## config.mk

```make
export PLATFORM = sky130hd
export DESIGN_NAME = wmd_alarm_monitor_flat
export DESIGN_NICKNAME = d
export VERILOG_FILES = /design/src/rtl/wmd_pkg.sv /design/src/rtl/wmd_alarm_monitor_if.sv /design/src/rtl/wmd_chan_persist.sv /design/src/rtl/wmd_alarm_monitor.sv /design/src/flat_wrapper.sv
export SDC_FILE = /design/constraint.sdc
export NUM_CORES = 1
export LEC_CHECK = 0
export ABC_AREA = 1
export ABC_CLOCK_PERIOD_IN_PS = 5230
export CORE_ASPECT_RATIO = 0.9
export CORE_MARGIN = 4
export CORE_UTILIZATION = 59
export CTS_CLUSTER_DIAMETER = 50
export DETAILED_ROUTE_END_ITERATION = 7
export PLACE_DENSITY = 0.94
export REMOVE_ABC_BUFFERS = 1
export SETUP_SLACK_MARGIN = 0.5
export SLEW_MARGIN = 20
export SYNTH_ARGS = -nofsm -noshare
export SYNTH_HDL_FRONTEND = slang
export SYNTH_SLANG_ARGS = --single-unit
export TNS_END_PERCENT = 100
```

## constraint.sdc

```tcl
create_clock -name clk -period 5.23 [get_ports clk]
set_clock_uncertainty 0.2 [all_clocks]
set_input_delay 0.7845 -clock clk [delete_from_list [all_inputs] [get_ports clk]]
set_output_delay 0.7845 -clock clk [all_outputs]
set_load 0.02 [all_outputs]
```

## src/rtl/wmd_pkg.sv

```systemverilog
// Shared constants for the wmd alarm monitor: age codes,
// per-age normal ranges and channel state encoding.
package wmd_pkg;

  typedef enum logic [1:0] {
    AGE_INFANT = 2'd0,
    AGE_CHILD  = 2'd1,
    AGE_ADULT  = 2'd2,
    AGE_PREG   = 2'd3
  } age_e;

  localparam int NUM_CH   = 4;
  localparam int CH_ECG   = 0;
  localparam int CH_TEMP  = 1;
  localparam int CH_SPO2  = 2;
  localparam int CH_SLEEP = 3;

  typedef logic [7:0] thr_t;

  // [age][channel], inclusive limits
  localparam thr_t THR_LO [4][4] = '{
    '{8'd100, 8'd97, 8'd95, 8'd12},
    '{8'd70,  8'd97, 8'd95, 8'd9},
    '{8'd60,  8'd97, 8'd95, 8'd7},
    '{8'd70,  8'd97, 8'd95, 8'd7}
  };

  localparam thr_t THR_HI [4][4] = '{
    '{8'd160, 8'd100, 8'd100, 8'd17},
    '{8'd120, 8'd100, 8'd100, 8'd13},
    '{8'd100, 8'd99,  8'd100, 8'd9},
    '{8'd110, 8'd100, 8'd100, 8'd10}
  };

  typedef enum logic [1:0] {
    ST_IDLE  = 2'd0,
    ST_PEND  = 2'd1,
    ST_ALARM = 2'd2,
    ST_RECOV = 2'd3
  } chan_st_e;

  function automatic logic is_alarm(chan_st_e s);
    return (s == ST_ALARM) || (s == ST_RECOV);
  endfunction

endpackage

```

## src/rtl/wmd_alarm_monitor_if.sv

```systemverilog
// Sample/alarm bundle between the sensor front end
// and the alert logic.
interface wmd_alarm_monitor_if #(
  parameter int DATA_W = 8
);
  logic              sample_valid;
  logic [1:0]        age_category;
  logic [DATA_W-1:0] ecgin;
  logic [DATA_W-1:0] tempin;
  logic [DATA_W-1:0] spo2in;
  logic [DATA_W-1:0] sleepin;
  logic              ack;
  logic              ecg;
  logic              temp;
  logic              spo2;
  logic              sleep;
  logic [3:0]        abn_now;
  logic              alarm_any;
  logic [15:0]       sample_cnt;

  modport master (
    output sample_valid, age_category,
    output ecgin, tempin, spo2in, sleepin, ack,
    input  ecg, temp, spo2, sleep,
    input  abn_now, alarm_any, sample_cnt
  );

  modport slave (
    input  sample_valid, age_category,
    input  ecgin, tempin, spo2in, sleepin, ack,
    output ecg, temp, spo2, sleep,
    output abn_now, alarm_any, sample_cnt
  );
endinterface

```

## src/rtl/wmd_chan_persist.sv

```systemverilog
// One vital-sign channel: persistence/recovery
// hysteresis with optional latching and ack.
module wmd_chan_persist
  import wmd_pkg::*;
#(
  parameter int PERSIST = 3,
  parameter int CLR     = 2,
  parameter int LATCH   = 0
) (
  input  logic clk,
  input  logic rst,
  input  logic valid,
  input  logic flush,
  input  logic abnormal,
  input  logic ack,
  output logic alarm
);

  localparam logic [3:0] P_LIM = 4'(PERSIST);
  localparam logic [3:0] C_LIM = 4'(CLR);

  chan_st_e   state_q, state_d, cur;
  logic [3:0] cnt_q, cnt_d, cnt_c, cnt_inc;
  logic       do_flush;

  always_ff @(posedge clk) begin
    if (rst) begin
      state_q <= ST_IDLE;
      cnt_q   <= '0;
    end else begin
      state_q <= state_d;
      cnt_q   <= cnt_d;
    end
  end

  assign do_flush = valid && flush;
  assign cur      = do_flush ? ST_IDLE : state_q;
  assign cnt_c    = do_flush ? 4'd0 : cnt_q;
  assign cnt_inc  = cnt_c + 4'd1;

  always_comb begin
    state_d = state_q;
    cnt_d   = cnt_q;
    if (valid) begin
      state_d = cur;
      cnt_d   = cnt_c;
      unique case (cur)
        ST_IDLE: begin
          if (abnormal) begin
            if (P_LIM == 4'd1) begin
              state_d = ST_ALARM;
              cnt_d   = '0;
            end else begin
              state_d = ST_PEND;
              cnt_d   = 4'd1;
            end
          end
        end
        ST_PEND: begin
          if (!abnormal) begin
            state_d = ST_IDLE;
            cnt_d   = '0;
          end else if (cnt_inc >= P_LIM) begin
            state_d = ST_ALARM;
            cnt_d   = '0;
          end else begin
            cnt_d   = cnt_inc;
          end
        end
        ST_ALARM: begin
          if (!abnormal) begin
            if (C_LIM == 4'd1 && LATCH == 0) begin
              state_d = ST_IDLE;
              cnt_d   = '0;
            end else begin
              state_d = ST_RECOV;
              cnt_d   = 4'd1;
            end
          end
        end
        ST_RECOV: begin
          if (abnormal) begin
            state_d = ST_ALARM;
            cnt_d   = '0;
          end else if (cnt_c >= C_LIM) begin
            cnt_d   = C_LIM;
          end else if (cnt_inc >= C_LIM) begin
            if (LATCH == 0) begin
              state_d = ST_IDLE;
              cnt_d   = '0;
            end else begin
              cnt_d   = C_LIM;
            end
          end else begin
            cnt_d   = cnt_inc;
          end
        end
      endcase
    end
    // a fresh abnormal sample overrides the acknowledge
    if (LATCH != 0 && ack && cur == ST_RECOV &&
        cnt_c == C_LIM && !(valid && abnormal)) begin
      state_d = ST_IDLE;
      cnt_d   = '0;
    end
  end

  assign alarm = is_alarm(state_q);

endmodule

```

## src/rtl/wmd_alarm_monitor.sv

```systemverilog
// Clocked vital-sign monitor: per-age range checks
// feeding four persistence/hysteresis channels.
module wmd_alarm_monitor
  import wmd_pkg::*;
#(
  parameter int DATA_W  = 8,
  parameter int PERSIST = 3,
  parameter int CLR     = 2,
  parameter int LATCH   = 0
) (
  input logic clk,
  input logic rst,
  wmd_alarm_monitor_if.slave bus
);

  age_e              age_q;
  age_e              age_in;
  logic [3:0]        abn;
  logic [3:0]        abn_q;
  logic [15:0]       cnt_q;
  logic [3:0]        alarm;
  logic              flush;
  logic [DATA_W-1:0] val [NUM_CH];

  assign age_in         = age_e'(bus.age_category);
  assign val[CH_ECG]    = bus.ecgin;
  assign val[CH_TEMP]   = bus.tempin;
  assign val[CH_SPO2]   = bus.spo2in;
  assign val[CH_SLEEP]  = bus.sleepin;

  always_comb begin
    abn = '0;
    for (int c = 0; c < NUM_CH; c++) begin
      abn[c] =
        (val[c] < DATA_W'(THR_LO[age_in][c])) ||
        (val[c] > DATA_W'(THR_HI[age_in][c]));
    end
  end

  assign flush = (age_in != age_q);

  always_ff @(posedge clk) begin
    if (rst) begin
      age_q <= AGE_INFANT;
      abn_q <= '0;
      cnt_q <= '0;
    end else if (bus.sample_valid) begin
      age_q <= age_in;
      abn_q <= abn;
      cnt_q <= cnt_q + 16'd1;
    end
  end

  for (genvar g = 0; g < NUM_CH; g++) begin : g_ch
    wmd_chan_persist #(
      .PERSIST (PERSIST),
      .CLR     (CLR),
      .LATCH   (LATCH)
    ) u_ch (
      .clk      (clk),
      .rst      (rst),
      .valid    (bus.sample_valid),
      .flush    (flush),
      .abnormal (abn[g]),
      .ack      (bus.ack),
      .alarm    (alarm[g])
    );
  end

  assign bus.ecg        = alarm[CH_ECG];
  assign bus.temp       = alarm[CH_TEMP];
  assign bus.spo2       = alarm[CH_SPO2];
  assign bus.sleep      = alarm[CH_SLEEP];
  assign bus.alarm_any  = |alarm;
  assign bus.abn_now    = abn_q;
  assign bus.sample_cnt = cnt_q;

endmodule
```

## src/flat_wrapper.sv

```systemverilog
// flat-port wrapper written by rule: the top's interface ports become plain ports
module wmd_alarm_monitor_flat import wmd_pkg::*;
#(
  parameter int DATA_W  = 8,
  parameter int PERSIST = 3,
  parameter int CLR     = 2,
  parameter int LATCH   = 0
)
  (clk, rst, bus_sample_valid, bus_age_category, bus_ecgin, bus_tempin, bus_spo2in, bus_sleepin, bus_ack, bus_ecg, bus_temp, bus_spo2, bus_sleep, bus_abn_now, bus_alarm_any, bus_sample_cnt);
  wmd_alarm_monitor_if #(.DATA_W(DATA_W)) bus_i ();
  input logic clk;
  input logic rst;
  input wire logic [$bits(bus_i.sample_valid)-1:0] bus_sample_valid;
  input wire logic [$bits(bus_i.age_category)-1:0] bus_age_category;
  input wire logic [$bits(bus_i.ecgin)-1:0] bus_ecgin;
  input wire logic [$bits(bus_i.tempin)-1:0] bus_tempin;
  input wire logic [$bits(bus_i.spo2in)-1:0] bus_spo2in;
  input wire logic [$bits(bus_i.sleepin)-1:0] bus_sleepin;
  input wire logic [$bits(bus_i.ack)-1:0] bus_ack;
  output wire logic [$bits(bus_i.ecg)-1:0] bus_ecg;
  output wire logic [$bits(bus_i.temp)-1:0] bus_temp;
  output wire logic [$bits(bus_i.spo2)-1:0] bus_spo2;
  output wire logic [$bits(bus_i.sleep)-1:0] bus_sleep;
  output wire logic [$bits(bus_i.abn_now)-1:0] bus_abn_now;
  output wire logic [$bits(bus_i.alarm_any)-1:0] bus_alarm_any;
  output wire logic [$bits(bus_i.sample_cnt)-1:0] bus_sample_cnt;
  assign bus_i.sample_valid = bus_sample_valid;
  assign bus_i.age_category = bus_age_category;
  assign bus_i.ecgin = bus_ecgin;
  assign bus_i.tempin = bus_tempin;
  assign bus_i.spo2in = bus_spo2in;
  assign bus_i.sleepin = bus_sleepin;
  assign bus_i.ack = bus_ack;
  assign bus_ecg = bus_i.ecg;
  assign bus_temp = bus_i.temp;
  assign bus_spo2 = bus_i.spo2;
  assign bus_sleep = bus_i.sleep;
  assign bus_abn_now = bus_i.abn_now;
  assign bus_alarm_any = bus_i.alarm_any;
  assign bus_sample_cnt = bus_i.sample_cnt;
  wmd_alarm_monitor #(.DATA_W(DATA_W), .PERSIST(PERSIST), .CLR(CLR), .LATCH(LATCH)) u_core (.clk(clk), .rst(rst), .bus(bus_i));
endmodule
```

# Word-level counts from Yosys, hierarchy flattened
# Cells that the tools add are included.
[word_totals] output_inout_bits=25 regBits=46
[op_classes] n_bitwise=1 mux=78 n_lt_le_gt_ge=21 reduce_logical=14 n_eq_ne=21 add_sub_neg=5
[op_table] operator="binary-select mux 32 bit (select 2 bit)" n=2
[op_table] operator="2-to-1 mux 32 bit" n=4
[op_table] operator="2-to-1 mux 4 bit" n=32
[op_table] operator="2-to-1 mux 2 bit" n=32
[op_table] operator="case mux 4 bit (4 select lines)" n=4
[op_table] operator=">= comparator 4 x 2 -> 1 bit (second input constant)" n=12
[op_table] operator="equality test 2 bit (second input constant)" n=16
[op_table] operator="> comparator 8 bit" n=4
[op_table] operator="less-than comparator 8 bit" n=4
[op_table] operator="case mux 2 bit (4 select lines)" n=4
[op_table] operator="adder 16 x 1 -> 16 bit (second input constant)" n=1
[op_table] operator="adder 4 x 1 -> 4 bit (second input constant)" n=4
[op_table] operator="equality test 2 x 1 -> 1 bit (second input constant)" n=4
[op_table] operator="zero test 2 bit" n=4
[op_table] operator="logical OR 1 bit" n=8
[op_table] operator="OR reduction 4 bit" n=1
[op_table] operator=">= comparator 3 bit (second input constant)" n=1
[op_table] operator="inverter 2 -> 3 bit" n=1
[op_table] operator="!= test 2 bit" n=1
[op_table] operator="logical AND 1 bit" n=1

# Logic depth before layout (Yosys ltp)
# Gate-level depths: netlist of the first run.
[depth] depth_word=9 depth_mapped=19

# Modules after synthesis
# A second synthesis of the first run with hierarchy kept.
[hier_totals] hier_cells=562 area_unflattened_um2=3658.5
[by_module_without_submodules] module="wmd_chan_persist" area_each_um2=480.5 seq_area_each_um2=120.1 cells_each=75 n_inst=4
[by_module_without_submodules] module="wmd_alarm_monitor" area_each_um2=1736.7 seq_area_each_um2=440.4 cells_each=262 n_inst=1

# Least setup slack after synthesis of the first run
# Ideal clock, no wire load.
[synth_path] path_kind="in2reg" startpoint="input bus_age_category[1]" endpoint="register u_core.g_ch[1].u_ch.cnt_q[0]" setup_ns=0.068 path_buffers=0 stages=14 arrival_time_ns=2.399 required_time_ns=4.962 slack_ns=2.563 cell_sequence="inv_2 nor2_1 inv_1 ha_1 nand2_1 nand2_1 o21ai_0 nor2_1 nor2_1 nand4_2 or2_0 nand2_1 nand2_1 a21oi_2"
[synth_via] elab_chain_cells=9
[synth_rtl] item="from (decl)" line_no="flat_wrapper.sv:14" source="input wire logic [$bits(bus_i.age_category)-1:0] bus_age_category;"
[synth_rtl] item="!= test 2 bit" line_no="wmd_alarm_monitor.sv:40" source="assign flush = (age_in != age_q);"
[synth_rtl] item="logical AND 1 bit" line_no="wmd_chan_persist.sv:36" source="assign do_flush = valid && flush;"
[synth_rtl] item="2-to-1 mux 4 bit" line_no="wmd_chan_persist.sv:38" source="assign cnt_c = do_flush ? 4'd0 : cnt_q;"
[synth_rtl] item="adder 4 x 1 -> 4 bit" line_no="wmd_chan_persist.sv:39" source="assign cnt_inc = cnt_c + 4'd1;"
[synth_rtl] item=">= comparator 4 x 2 -> 1 bit" line_no="wmd_chan_persist.sv:87" source="end else if (cnt_inc >= C_LIM) begin"
[synth_rtl] item="2-to-1 mux 4 bit" line_no="wmd_chan_persist.sv:87"
[synth_rtl] item="2-to-1 mux 4 bit" line_no="wmd_chan_persist.sv:85" source="end else if (cnt_c >= C_LIM) begin"
[synth_rtl] item="2-to-1 mux 4 bit" line_no="wmd_chan_persist.sv:82" source="if (abnormal) begin"
[synth_rtl] item="case mux 4 bit (4 select lines) *" line_no="wmd_chan_persist.sv:47" source="unique case (cur)"
[synth_rtl] item="to (signal assigned)" line_no="wmd_chan_persist.sv:32" source="cnt_q <= cnt_d;"
[synth_rtl] item="to (decl)" line_no="wmd_chan_persist.sv:23" source="logic [3:0] cnt_q, cnt_d, cnt_c, cnt_inc;"
# Every way passes the cells marked *; elsewhere a longest branch is shown, timed or not. The select of a mux whose other input is x is not followed.
# A chain may end at the register's enable or synchronous reset.

# Final worst setup path of the first run
[layout_path] startpoint="input bus_age_category[1]" endpoint="register u_core.g_ch[0].u_ch.cnt_q[1]"
[layout_via] elab_chain_cells=9
[layout_rtl] item="!= test 2 bit" line_no="wmd_alarm_monitor.sv:40"
[layout_rtl] item="logical AND 1 bit" line_no="wmd_chan_persist.sv:36"
[layout_rtl] item="2-to-1 mux 4 bit" line_no="wmd_chan_persist.sv:38"
[layout_rtl] item="adder 4 x 1 -> 4 bit" line_no="wmd_chan_persist.sv:39"
[layout_rtl] item=">= comparator 4 x 2 -> 1 bit" line_no="wmd_chan_persist.sv:87"
[layout_rtl] item="2-to-1 mux 4 bit" line_no="wmd_chan_persist.sv:87"
[layout_rtl] item="2-to-1 mux 4 bit" line_no="wmd_chan_persist.sv:85"
[layout_rtl] item="2-to-1 mux 4 bit" line_no="wmd_chan_persist.sv:82"
[layout_rtl] item="case mux 4 bit (4 select lines) *" line_no="wmd_chan_persist.sv:47"
[layout_rtl] item="to (signal assigned)" line_no="wmd_chan_persist.sv:32"
[layout_rtl] item="to (decl)" line_no="wmd_chan_persist.sv:23"
# Marks and branches as above.

==> key figures, run 1 <==
Run status
  • Status: completed

Critical path
  • Worst Path Buf+Inv: 5
  • Crit Path Max Fanout: 27
  • CP Launch Type: primary input
  • Worst EP arrival: 3640 ps
  • FF-to-FF setup slack: 2350 ps
  • Worst stage delay on the critical path: 520 ps
  • Critical R2R Capture: u_core.g_ch[0].u_ch.cnt_q[1]
  • WP depth: 18
  • CP Class: in2reg
  • Worst r2r path cells: 16
  • RR Startpoint: u_core.age_q[1]
  • CP max-delay cell: clkdlybuf4s50_1
  • Most frequent cell on the critical path: nand2_1
  • Worst Setup End Kind: flop
  • CP delay by family, top: simple AND/OR/NAND/NOR gates
  • CP required: 5230 ps
  • Critical Path, Cell by Cell: clkdlybuf4s50_1 > inv_2 > nand2_1 > nand2_1 > nand2_1 > nand2_2 > nand2_1 > inv_1 > ha_1 > inv_1 > nand2_1 > nand2_2 > nand3b_4 > nor2_4 > nand2_1 > nand3_1 > o21ai_0 > inv_1

Timing
  • Final slew viol count: 0
  • Slew margin rel.: 53.4%
  • RSZ-0062 raised after global routing: no
  • Setup tns final: 0 ps
  • Final period utilization: 69.6%
  • Maximum clock frequency: 0.275 GHz
  • Min cycle time layout: 3640 ps
  • Hold Fails Final Rpt: 0
  • Slew @ Worst Pin: 697 ps
  • Setup violations, final: 0

Yosys
  • Area leader, netlist: dfxtp_1
  • Post-Synthesis Cells: 624
  • Avg Inst Size Synth: 6.27 um^2
  • Mux cell area share after synthesis: 0%
  • Synth warnings: 0
  • Synthesized flop and latch total: 46
  • Synth unique cells: 42
  • Yosys top cell area share: 23.6%
  • Synth Area in Compound Gates: 11.8%
  • Simple-Gate Fraction of Synth Area: 38.8%
  • Synth Cell Area: 3910 um^2
  • Synth Area in XOR/XNOR: 0.448%
  • Seq/Total Area, Yosys: 23.6%
  • Area contributors post-synth: dfxtp_1, nand2_1, ha_1, inv_1, nor2_1
  • Synth Area in Adders: 12.5%
  • Largest family of logic cells by synthesized area: simple AND/OR/NAND/NOR gates

Clock network
  • Post-CTS Hold Fix Bufs: 0
  • Max clock buf depth: 2
  • Resized Gates After CTS: 0
  • TritonCTS Sinks: 46
  • Clk_lat worst skew: 310 ps
  • Clock transition at path regs: 80 ps
  • CTS H-tree lvls: 2
  • Post-CTS Setup Inserts: 0
  • TritonCTS clock tree: built
  • Number of buffers created by CTS: 5
  • Root buffer cell: clkbuf_8

Floorplanning
  • Core area: 6280 um^2
  • Die area: 8000 um^2
  • Die span in x: 93.8 um
  • Initial core utilization: 62.2%
  • Row cnt: 27
  • DIE HEIGHT: 85.2 um
  • I/O pins: 63

Finish
  • ANT cells: 0
  • Final net count: 754
  • Final Util: 73.5%
  • Commonest non-fill, non-tap cell in the layout: nand2_1
  • Fill count: 471
  • Proportion of layout cells with a drive suffix above 1: 7.68%
  • Area Overhead vs Synth: 18.1%
  • Most frequent cells in the layout: nand2_1, inv_1, nor2_1

Route
  • Post-route DRC: 0
  • Drt first pass iters: 5
  • Via count: 4127
  • Routed vias/inst: 5.40
  • Initial DRC Count: 327
  • Routed Antenna Nets: 0
  • Post-Route WL: 9760 um
  • Wire length per cell: 12.8 um

Global route
  • First-pass GRT wire length: 16600 um
  • Vias in the first global route: 3914
  • Initial antenna violation count: 0
  • GRT Total Usage: 24.9%
  • GR Overflow Total: 0
  • Largest net degree at the start of global routing: 33

Hold path
  • HP Class: reg2reg
  • Hold EP: u_core.bus.sample_cnt[10]
  • Hold Path Origin: u_core.bus.sample_cnt[10]
  • Hold path depth: 2

Power and ir drop
  • PD cells: 175 nW/um^2
  • Lkg Pwr: 2.29 nW
  • Maximum vdd ir drop: 131 uV

Place
  • Port Buffers: 61
  • Routability cong.: 0.924
  • DP HPWL: 7460 um

Job
  • Number of max-cap violations: 0
-- final cells by class --
cell class	instances	area, um^2	share of cell area [%]
Multi-Input combinational cell	455	2480	53.8
Sequential cell	46	921	19.9
Timing Repair Buffer	64	633	13.7
Inverter	105	394	8.53
Tap cell	87	109	2.36
Clock buffer	5	68.8	1.49
Clock inverter	2	10.0	0.217
-- sequential cells by signal (all words and copies together), names as in the netlist --
name,flops
u_core.age_q,2
u_core.g_ch.u_ch.state_q,8
u_core.bus.abn_now,4
u_core.g_ch.u_ch.cnt_q,16
u_core.bus.sample_cnt,16
-- power by group --
group	switching, W	internal (W)
Clock	0.000124	0.0000900
Combinational	0.000129	0.0000886
Sequential	0.0000128	0.000363
Total	0.000266	0.000542
-- synth_stat cells, drive strengths merged --
cell type and instances:
a21oi 43, nor3b 1, o21ai 25, buf 5, nand3 45, a21o 1
and3 1, o21ba 1, clkinv 1, o22ai 1, clkbuf 13, nand4 12
nand3b 5, inv 104, a31oi 3, nand2 175, o221a 1, nor2 85
or2 2, o21bai 1, ha 39, o21a 2, a21boi 2, xnor2 1
xor2 1, dfxtp 46, nor3 6, o211ai 2
-- worst register-to-register path, cell delays in order (launching register included) --
cell and delay (ps):
dfxtp_1 390, nand2_1 60, nand2_1 70, nand2_1 60
nand2_2 520, nand2_1 320, inv_1 190, ha_1 190
inv_1 50, nand2_1 70, nand2_2 90, nand3b_4 110
nor2_4 50, nand2_1 60, nand3_1 70, o21ai_0 240
inv_1 60
-- routing by layer --
metal	vias up	global-route usage [%]	share of wire [%]
met1	1885	29.3	41
met2	144	45.5	51
met4	0	8.14	2.1
met3	25	4.52	5.4
met5	-	0	0
li1	2073	-	-
-- cell families after synthesis --
| logic type | count (synthesis) |
|---|---|
| and+or+nand+nor | 332 |
| xor gates and xnor gates | 2 |
| buffers and inverters | 123 |
| AOI/OAI and AO/OA | 82 |
| DFF | 46 |
| adders and majority gates | 39 |
-- per-stage QoR --
step	cells	hold WS (ps)	instance area (um^2)	worst slack (ps)	total power, W
after floorplan	606	239	3800	2160	0.000514
after global placement	757	255	4540	1400	0.000584
after detailed placement	757	261	4540	1290	0.000597
after CTS	764	274	4620	1610	0.000804
after global routing	764	306	4620	1290	0.000852
final	764	277	4620	1590	0.000808
-- worst max-delay path by stage --
stage / startpoint / end / slack, ps
finish: bus_age_category[1] / u_core.g_ch[0].u_ch.cnt_q[1] / 1590
global route: bus_age_category[0] / u_core.g_ch[2].u_ch.cnt_q[0] / 1290
CTS: bus_age_category[0] / u_core.g_ch[2].u_ch.cnt_q[0] / 1610
detailed placement: bus_age_category[0] / u_core.g_ch[2].u_ch.cnt_q[0] / 1290
global placement: bus_age_category[0] / u_core.g_ch[2].u_ch.cnt_q[0] / 1400
floorplan: bus_age_category[1] / u_core.g_ch[0].u_ch.state_q[1] / 2160
(Power assumes the default switching activity.)
==> run 2, diff against run 1 <==
--- a/config.mk
+++ b/config.mk
@@ -6,13 +6,13 @@
 export NUM_CORES = 1
 export LEC_CHECK = 0
 export ABC_AREA = 1
-export ABC_CLOCK_PERIOD_IN_PS = 5230
+export ABC_CLOCK_PERIOD_IN_PS = 2900
 export CORE_ASPECT_RATIO = 0.9
 export CORE_MARGIN = 4
-export CORE_UTILIZATION = 59
+export CORE_UTILIZATION = 49
 export CTS_CLUSTER_DIAMETER = 50
 export DETAILED_ROUTE_END_ITERATION = 7
-export PLACE_DENSITY = 0.94
+export PLACE_DENSITY = 0.84
 export REMOVE_ABC_BUFFERS = 1
 export SETUP_SLACK_MARGIN = 0.5
 export SLEW_MARGIN = 20
==> constraint.sdc (replaced) <==
create_clock -name clk -period 2.9 [get_ports clk]
set_clock_uncertainty 0.2 [all_clocks]
set_input_delay 0.435 -clock clk [delete_from_list [all_inputs] [get_ports clk]]
set_output_delay 0.435 -clock clk [all_outputs]
set_load 0.02 [all_outputs]
==> key figures, run 2 (synthesized netlist as in run 1, its figures left out) <==
Global route
  • Initial antenna violation count: 0 (unchanged)
  • Largest net degree at the start of global routing: 23 (was 33)
  • Vias in the first global route: 3971 (was 3914)
  • First-pass GRT wire length: 16700 um (was 16600 um)
  • GRT Total Usage: 20.9% (was 24.9%)
  • GR Overflow Total: 0 (unchanged)

Place
  • Pre-CTS setup slack: -200 ps (was 1290 ps)
  • Port Buffers: 61 (unchanged)
  • Routability cong.: 0.953 (was 0.924)
  • DP HPWL: 7710 um (was 7460 um)
  • Placed Cells incl. Taps: 798 (was 757)

Clock network
  • TritonCTS Sinks: 46 (unchanged)
  • Number of buffers created by CTS: 5 (unchanged)
  • Root buffer cell: clkbuf_8 (unchanged)
  • CTS H-tree lvls: 2 (unchanged)
  • Max clock buf depth: 2 (unchanged)
  • TritonCTS clock tree: built (unchanged)
  • Clk_lat worst skew: 300 ps (was 310 ps)
  • Clock transition at path regs: 80 ps (about the same)

Route
  • Via count: 4209 (was 4127)
  • Initial DRC Count: 255 (was 327)
  • DRT met1 WL: 4270 um (was 4050 um)
  • Routed vias/inst: 5.18 (was 5.40)
  • Post-route DRC: 0 (unchanged)
  • Met2 wire len: 5520 um (was 4990 um)
  • Post-Route WL: 10300 um (was 9760 um)
  • Top sig layer: met4 (unchanged)
  • Drt first pass iters: 8 (was 5)
  • Met3 WL: 381 um (was 523 um)
  • Routed Antenna Nets: 0 (unchanged)
  • Wire length per cell: 12.7 um (was 12.8 um)

Critical path
  • RR Startpoint: u_core.age_q[1] (unchanged)
  • Worst EP arrival: 2350 ps (was 3640 ps)
  • CP required: 2940 ps (was 5230 ps)
  • Worst r2r path cells: 18 (was 16)
  • FF-to-FF setup slack: 650 ps (was 2350 ps)
  • CP Class: in2reg (unchanged)
  • CP Launch Type: primary input (unchanged)
  • Crit Path Max Fanout: 5 (was 27)
  • Critical R2R Capture: u_core.g_ch[0].u_ch.cnt_q[0] (was u_core.g_ch[0].u_ch.cnt_q[1])
  • Worst Setup End Kind: flop (unchanged)

Timing
  • Final period utilization: 79.8%
  • Setup tns final: 0 ps (unchanged)
  • Slew margin rel.: 51.6% (was 53.4%)
  • Min cycle time layout: 2310 ps
  • RSZ-0062 raised after global routing: yes (was no)
  • Setup WS post-layout: 587 ps (was 1590 ps)
  • Slew @ Worst Pin: 725 ps (was 697 ps)
  • Setup violations, final: 0 (unchanged)
  • Final slew viol count: 0 (unchanged)
  • Hold Fails Final Rpt: 0 (unchanged)
  • Maximum clock frequency: 0.432 GHz

Power and ir drop
  • Sw frac: 31.3% (was 33.0%)
  • Sw Pwr: 0.000514 W (was 0.000266 W)
  • Int Power: 0.00113 W (was 0.000542 W)
  • Power share of the sequential group: 41.4% (was 46.5%)
  • Maximum vdd ir drop: 196 uV (was 131 uV)
  • Combinational Power Share: 29.2% (was 26.9%)
  • Clock network power share: 29.4% (was 26.5%)
  • Lkg Pwr: 2.55 nW (was 2.29 nW)
  • PD cells: 318 nW/um^2 (was 175 nW/um^2)

Hold path
  • Hold path depth: 2 (unchanged)
  • Hold Path Origin: u_core.g_ch[0].u_ch.state_q[0] (was u_core.bus.sample_cnt[10])
  • HP Class: reg2reg (unchanged)
  • Hold EP: u_core.g_ch[0].u_ch.state_q[0] (was u_core.bus.sample_cnt[10])

Finish
  • ANT cells: 0 (unchanged)
  • Most frequent cells in the layout: nand2_1, inv_1, nor2_1 (unchanged)
  • Fill count: 648 (was 471)
  • FF+latch area: 922 um^2 (was 921 um^2)
  • Proportion of layout cells with a drive suffix above 1: 18.5% (was 7.68%)
  • Fin cells: 813 (was 764)
  • Area Overhead vs Synth: 31.9% (was 18.1%)
  • Multi-input gate area: 2670 um^2 (was 2480 um^2)
  • Final Util: 67.4% (was 73.5%)
  • Final net count: 793 (was 754)
  • Commonest non-fill, non-tap cell in the layout: nand2_1 (unchanged)

Job
  • Number of max-cap violations: 0 (unchanged)

Floorplanning
  • Die area: 9470 um^2 (was 8000 um^2)
  • I/O pins: 63 (unchanged)
  • Initial core utilization: 51.1% (was 62.2%)
  • Row cnt: 30 (was 27)
  • DIE HEIGHT: 92.7 um (was 85.2 um)
  • Die span in x: 102 um (was 93.8 um)
  • Core area: 7660 um^2 (was 6280 um^2)

Run status
  • Status: completed (unchanged)
[run 2: what timing repair did]
| action | 4_1_cts | 5_1_grt |
|---|---|---|
| pin swaps | 5 | 19 |
| setup endpoints to repair | 28 | 27 |
| hold buffers | 0 | 0 |
| hold endpoints to repair | 0 | 0 |
| buffers inserted | 2 | 5 |
| resized for setup | 21 | 59 |
| gates cloned | 0 | 0 |
[run 2: worst max path at each step]
stage	start	endpoint	slack, ps	cells after the start
floorplan	bus_age_category[1]	u_core.g_ch[0].u_ch.state_q[1]	180	15
global placement	bus_age_category[1]	u_core.g_ch[1].u_ch.cnt_q[1]	-140	15
detailed placement	bus_age_category[1]	u_core.g_ch[1].u_ch.cnt_q[1]	-200	15
CTS	bus_age_category[1]	u_core.g_ch[1].u_ch.cnt_q[0]	470	17
global route	bus_age_category[0]	u_core.g_ch[1].u_ch.cnt_q[0]	470	18
finish	bus_tempin[1]	u_core.g_ch[1].u_ch.cnt_q[0]	590	12
[run 2: layer usage]
metal	vias up	global-route usage [%]
li1	2164	-
met1	1923	25.2
met2	101	38.0
met3	21	2.86
met4	0	6.01
met5	-	0
[run 2: area by class of cell]
type / count / area share [%]
clock buffers: 7 / 1.48
repair buffers: 103 / 18.1
clock inverters: 1 / 0.582
flip-flops and latches: 46 / 17.9
multi-input cells: 455 / 51.8
well taps: 96 / 2.33
inverters: 105 / 7.79
[run 2: power by group through the flow]
| stage | registers [W] | clock network, W | logic (W) |
|---|---|---|---|
| 3_5_place_dp | 0.000691 | 0 | 0.000426 |
| 2_1_floorplan | 0.000695 | 0 | 0.000231 |
| 5_1_grt | 0.000682 | 0.000506 | 0.000532 |
| 6_report | 0.000679 | 0.000481 | 0.000479 |
| 4_1_cts | 0.000677 | 0.000491 | 0.000437 |
| 3_3_place_gp | 0.000690 | 0 | 0.000407 |
[run 2: stage by stage]
| step | instance area [um^2] | hold slack [ps] | total power, W |
|---|---|---|---|
| floorplan | 3800 | 239 | 0.000926 |
| global placement | 4790 | 255 | 0.00110 |
| detailed placement | 4790 | 259 | 0.00112 |
| CTS | 4940 | 273 | 0.00160 |
| global route | 5160 | 311 | 0.00172 |
| finish | 5160 | 270 | 0.00164 |
[run 2: critical path: stages]
cell	delay (ps)
clkdlybuf4s50_1	430
ha_1	330
a21oi_1	190
o21ai_2	100
nor2_4	200
nand2_1	100
nand3b_1	160
nor2_1	110
nor2_1	50
nand2_1	60
nand2_1	70
a21oi_2	130
